[src/rtl/fifo_ctrl_pkg.sv]
// Shared types and helpers for FIFO drain controllers: FSM state encoding and a
// reusable round-robin pick function (supports up to 16 requesters).
package fifo_ctrl_pkg;

  typedef enum logic [0:0] {IDLE, BURST} state_t;

  localparam int unsigned RR_MAX_N = 16;

  typedef struct packed {
    logic       found;
    logic [3:0] idx;
  } rr_pick_t;

  // First set bit of req[n-1:0] searching upward from ptr, wrapping at n.
  function automatic rr_pick_t rr_pick(input logic [RR_MAX_N-1:0] req,
                                       input logic [3:0]          ptr,
                                       input int unsigned         n);
    rr_pick_t    r;
    int unsigned i;
    r = '0;
    for (int unsigned off = 0; off < RR_MAX_N; off++) begin
      if (off < n) begin
        i = (32'(ptr) + off) % n;
        if (!r.found && req[i[3:0]]) begin
          r.found = 1'b1;
          r.idx   = i[3:0];
        end
      end
    end
    return r;
  endfunction

endpackage

[src/rtl/rr_arbiter.sv]
// Combinational round-robin priority search over N requesters starting at ptr.
module rr_arbiter
  import fifo_ctrl_pkg::*;
#(
  parameter  int unsigned N  = 4,
  localparam int unsigned SW = $clog2(N)
) (
  input  logic [N-1:0]  req,
  input  logic [SW-1:0] ptr,
  output logic [SW-1:0] idx,
  output logic          found
);

  rr_pick_t pick;

  always_comb begin
    pick  = rr_pick(RR_MAX_N'(req), 4'(ptr), N);
    idx   = SW'(pick.idx);
    found = pick.found;
  end

endmodule

[src/rtl/fifo_drain_arb.sv]
// Round-robin drain of N show-ahead FIFOs into one registered valid/ready stream,
// granting one channel at a time for bursts of up to MAX_BURST words.
module fifo_drain_arb
  import fifo_ctrl_pkg::*;
#(
  parameter  int unsigned N         = 4,
  parameter  int unsigned DW        = 8,
  parameter  int unsigned AW        = 10,
  parameter  int unsigned MAX_BURST = 16,
  localparam int unsigned SW        = $clog2(N)
) (
  input  logic            clk,
  input  logic            rst_n,
  input  logic [N-1:0]    ch_en,
  input  logic [N*AW-1:0] fifo_cnt,
  input  logic [N*DW-1:0] fifo_dout,
  output logic [N-1:0]    fifo_read,
  output logic [DW-1:0]   m_data,
  output logic [SW-1:0]   m_src,
  output logic            m_last,
  output logic            m_valid,
  input  logic            m_ready,
  output logic            busy
);

  localparam int unsigned BW = $clog2(MAX_BURST + 1);

  state_t        state_q, state_d;
  logic [SW-1:0] grant_q, grant_d;
  logic [SW-1:0] rr_ptr_q, rr_ptr_d;
  logic [BW-1:0] beat_cnt_q, beat_cnt_d;
  logic [DW-1:0] m_data_q, m_data_d;
  logic [SW-1:0] m_src_q, m_src_d;
  logic          m_last_q, m_last_d;
  logic          m_valid_q, m_valid_d;

  logic [N-1:0]  req;
  logic [SW-1:0] pick_idx;
  logic          pick_found;
  logic [AW-1:0] cnt_g;
  logic [DW-1:0] dout_g;
  logic [SW-1:0] grant_inc;
  logic          is_last;
  logic          pop;

  always_comb begin
    req    = '0;
    cnt_g  = '0;
    dout_g = '0;
    for (int unsigned i = 0; i < N; i++) begin
      req[i] = ch_en[i] && (fifo_cnt[i*AW +: AW] != '0);
      if (grant_q == SW'(i)) begin
        cnt_g  = fifo_cnt[i*AW +: AW];
        dout_g = fifo_dout[i*DW +: DW];
      end
    end
  end

  rr_arbiter #(.N(N)) u_rr_arbiter (
    .req   (req),
    .ptr   (rr_ptr_q),
    .idx   (pick_idx),
    .found (pick_found)
  );

  // Pointer wraps modulo N so non-power-of-two channel counts never select a ghost index.
  assign grant_inc = (grant_q == SW'(N - 1)) ? '0 : grant_q + SW'(1);
  assign is_last   = (beat_cnt_q == BW'(MAX_BURST - 1)) || (cnt_g == AW'(1));

  always_comb begin
    state_d    = state_q;
    grant_d    = grant_q;
    rr_ptr_d   = rr_ptr_q;
    beat_cnt_d = beat_cnt_q;
    m_data_d   = m_data_q;
    m_src_d    = m_src_q;
    m_last_d   = m_last_q;
    m_valid_d  = m_valid_q;
    pop        = 1'b0;
    fifo_read  = '0;

    case (state_q)
      IDLE: begin
        if (pick_found) begin
          grant_d    = pick_idx;
          beat_cnt_d = '0;
          state_d    = BURST;
        end
      end
      BURST: begin
        // An emptied granted FIFO (external flush) abandons the burst without a pop.
        if (cnt_g == '0) begin
          state_d  = IDLE;
          rr_ptr_d = grant_inc;
        end else if (!m_valid_q || m_ready) begin
          pop        = 1'b1;
          beat_cnt_d = beat_cnt_q + BW'(1);
          if (is_last) begin
            state_d  = IDLE;
            rr_ptr_d = grant_inc;
          end
        end
      end
      default: state_d = IDLE;
    endcase

    for (int unsigned i = 0; i < N; i++) begin
      fifo_read[i] = pop && (grant_q == SW'(i));
    end

    if (pop) begin
      m_data_d  = dout_g;
      m_src_d   = grant_q;
      m_last_d  = is_last;
      m_valid_d = 1'b1;
    end else if (m_valid_q && m_ready) begin
      m_valid_d = 1'b0;
    end
  end

  always_ff @(posedge clk or negedge rst_n) begin
    if (!rst_n) begin
      state_q    <= IDLE;
      grant_q    <= '0;
      rr_ptr_q   <= '0;
      beat_cnt_q <= '0;
      m_data_q   <= '0;
      m_src_q    <= '0;
      m_last_q   <= 1'b0;
      m_valid_q  <= 1'b0;
    end else begin
      state_q    <= state_d;
      grant_q    <= grant_d;
      rr_ptr_q   <= rr_ptr_d;
      beat_cnt_q <= beat_cnt_d;
      m_data_q   <= m_data_d;
      m_src_q    <= m_src_d;
      m_last_q   <= m_last_d;
      m_valid_q  <= m_valid_d;
    end
  end

  assign m_data  = m_data_q;
  assign m_src   = m_src_q;
  assign m_last  = m_last_q;
  assign m_valid = m_valid_q;
  assign busy    = (state_q == BURST);

endmodule

[config.mk]
export PLATFORM = sky130hd
export DESIGN_NAME = fifo_drain_arb
export DESIGN_NICKNAME = d
export VERILOG_FILES = /design/src/rtl/fifo_ctrl_pkg.sv /design/src/rtl/rr_arbiter.sv /design/src/rtl/fifo_drain_arb.sv
export SDC_FILE = /design/constraint.sdc
export NUM_CORES = 1
export LEC_CHECK = 0
export ABC_CLOCK_PERIOD_IN_PS = 2340
export CORE_AREA = 2 2 72 74
export DETAILED_ROUTE_END_ITERATION = 16
export DIE_AREA = 0 0 74 76
export PLACE_DENSITY = 0.76
export REMOVE_ABC_BUFFERS = 1
export SLEW_MARGIN = 10
export SYNTH_ARGS = -nofsm -noshare
export SYNTH_HDL_FRONTEND = slang
export SYNTH_SLANG_ARGS = --single-unit
[constraint.sdc]
create_clock -name clk -period 2.34 [get_ports clk]
set_input_delay 0.468 -clock clk [delete_from_list [all_inputs] [get_ports clk]]
set_output_delay 0.468 -clock clk [all_outputs]
set_load 0.03 [all_outputs]
==> impl_metrics.tcl <==
set metrics [dict create \
    status "complete, but fails checks" \
    layout_setup_ws_ns -0.281 \
    dieHeight_um 76 \
    worstSetupPathType "in -> out" \
    post-place-ws_ns -0.348 \
    dp_hpwl_mm 4.12 \
    diodes 0 \
    cts.clk_slew.worst_paths_ns 0.08 \
    globalRouteTotalUtil_pct 18.6 \
    root_buffer "clkbuf_8" \
    worst_slew_pin_slew_ns 0.517 \
    setup_viol 6 \
    area_delta_synth_final_pct 87.8 \
    netlist_area_um2 1610 \
    slowest_delay_ns 0.51 \
    p_int_mw 2.00 \
    drive_gt1_share_pct 25.8 \
    finalCritPeriodShare_pct 112 \
    cts_buffers 3 \
    coreArea_um2 4910 \
    place_congestion 0.841 \
    dr.pass1.iters 4 \
    synthCells 177 \
    cpMostUsedCell "buf_4" \
    worstPathRequired_ns 1.87 \
    crit_path_start_kind "input port" \
    final_cells 368 \
    worst_path_max_delay_cell "clkdlybuf4s50_1" \
    drv_slew 0 \
    slew-limit-headroom_pct 65.5 \
    grt_start_max_net_pins 26 \
    cellPowerDensity_nw_per_um2 1150 \
    rows 26 \
    ir_drop_v 0.000444 \
    clock_skew_ns 0.00179 \
    critPathCaptureType "output pin" \
    leakage_nw 1.23 \
    violations "setup timing" \
    synth-edff-count 0 \
    seq_power_share_pct 20.1 \
    synth_ff_type "dfrtp_1" \
    p_switching_mw 1.49 \
    p_sw_share_pct 42.6 \
    avgSynthCellArea_um2 9.12 \
    p_comb_share_pct 69.7 \
    dieWidth_um 74 \
    die_area_um2 5620 \
    grt_pass1_vias 1861 \
    ant_nets 0 \
    period_minus_slack_ns 2.62 \
    cp_cell_sequence "clkdlybuf4s50_1 > nor4_4 > a2111oi_4 > a211oi_2 > buf_4 > and2_4 > nor3_2 > buf_4" \
    grt_pass1_wl_mm 8.29 \
    hold_class "reg -> reg" \
    async_reset_ff_share_pct 100 \
    wirelength_mm 5.43 \
    arrival_ns 2.15 \
    io-pin-count 96 \
    clock_sinks 22 \
    seq_area_frac_synth_pct 34.1 \
    cp_max_fo 4 \
    portBuffers 95 \
    antenna_found_initial 0 \
    post-route-drc-count 0 \
    synth_seq_cells 22 \
    drtIter0Drc 45 \
    htreeDepth 1 \
    nets 384 \
    max-clock-path-buffers 2 \
    grt-ovfl-total 0 \
    post_drt_wl_per_cell_um 14.8 \
    drv_cap 0 \
    dp_cells 360 \
    clock_latency_ns 0.26 \
    synth_cell_types 51 \
    viasPerCell 4.99 \
    clock.fmax_mhz 381 \
    start_util_pct 32.9 \
    tritoncts "yes" \
    yosysWarnings 0 \
    rsz0062_at_grt "yes" \
    hold_buffers 0 \
    pwr-share-clk_pct 10.2 \
    vias 1838 \
    hold_viol 0 \
]
## cells in the final DEF, fill, tap and decap left out, types with 3 or more instances in the layout
cell             instances
nor4_4                   4
nand2_1                  8
dfrtp_1                 21
nor3_2                   5
ha_4                     4
nor2_1                  27
a211oi_2                 4
clkdlybuf4s50_1         89
nor3_1                  11
clkbuf_8                 3
a221oi_1                 7
o21ai_0                  3
inv_1                   11
inv_2                    3
buf_4                   29
a21oi_1                 21
## layout make-up
type	instances	area [um2]
multi-input cells	135	1100
repair buffers	123	1160
fillers	400	1880
clock buffers	3	41.3
well taps	70	87.6
clock inverters	1	30.0
inverters	14	52.6
flip-flops and latches	22	552
## sequential cells by signal, summed over array words and instances, names as in the netlist
| signal | cells |
|---|---|
| m_valid | 1 |
| m_src | 2 |
| m_data | 8 |
| rr_ptr_q | 2 |
| m_last | 1 |
| beat_cnt_q | 5 |
| busy | 1 |
| grant_q | 2 |
## cell usage after synthesis, types with 3 or more instances
master / count / area share [%]
nor2_1: 27 / 6.3
dfrtp_1: 22 / 34
a21oi_1: 21 / 6.5
nor3_1: 15 / 4.7
inv_1: 13 / 3.0
nand2_1: 8 / 1.9
a221oi_1: 7 / 3.8
ha_1: 6 / 4.7
o21ai_0: 4 / 1.2
a211oi_2: 3 / 2.3
nor4_2: 3 / 2.3
## per-stage QoR
step | cell area, um2 | hold WS [ns] | util (%) | power [mW] | TNS [ns]
final | 3030 | 0.478 | 61.7 | 3.49 | -1.12
after global routing | 3030 | 0.502 | 61.7 | 3.74 | -1.62
after CTS | 2990 | 0.487 | 60.9 | 3.44 | -1.04
after detailed placement | 2780 | 0.475 | 56.5 | 2.86 | -3.67
after global placement | 2780 | 0.461 | 56.5 | 2.81 | -3.08
after floorplan | 1570 | 0.172 | - | 1.99 | -2.00
## final timing paths
kind | from | endpoint | slack, ns | cells after the start
min | beat_cnt_q[3] | beat_cnt_q[3] | 0.48 | 1
max | fifo_cnt[16] | fifo_read[1] | -0.28 | 8
max in group asynchronous | rst_n | grant_q[0] | 1.54 | 2
max reg2reg | grant_q[0] | rr_ptr_q[0] | -0.02 | 10
min reg2reg | beat_cnt_q[3] | beat_cnt_q[3] | 0.48 | 1
min in group asynchronous | rst_n | m_data[0] | 0.55 | 2
## power groups by stage
stage          Combinational (mW)  Sequential [mW]  Clock [mW]
6_report                     2.44            0.702       0.355
5_1_grt                      2.63            0.727       0.379
4_1_cts                      2.38            0.698       0.366
3_5_place_dp                 2.17            0.697           0
3_3_place_gp                 2.12            0.686           0
2_1_floorplan                1.10            0.888           0
## logic make-up after synthesis
group / share of synthesized area, %
adder cells (fa/ha/maj): 4.65
AO/OA/AOI/OAI: 27.4
AND/OR/NAND/NOR: 22.6
multiplexers: 5.19
buffers and inverters: 6.05
flip-flops: 34.1
## critical path: cells and delay by family
family	cells	cell delay (ns)
buf+inv	3	0.85
compound gates	2	0.46
simple gates	3	0.37
## routing by layer
metal	vias to the layer above	routed length, um	GRT usage (%)
li1	900	-	-
met4	0	184	7.64
met3	15	365	2.65
met1	853	2150	23.0
met5	-	0	0
met2	70	2730	31.5
## repair_timing
action                                  4_1_cts  5_1_grt
setup buffers                                 5        1
resized for setup                            23        8
pin swaps                                    10        1
endpoints found under the setup margin       12       11
(Power assumes the default switching activity.)
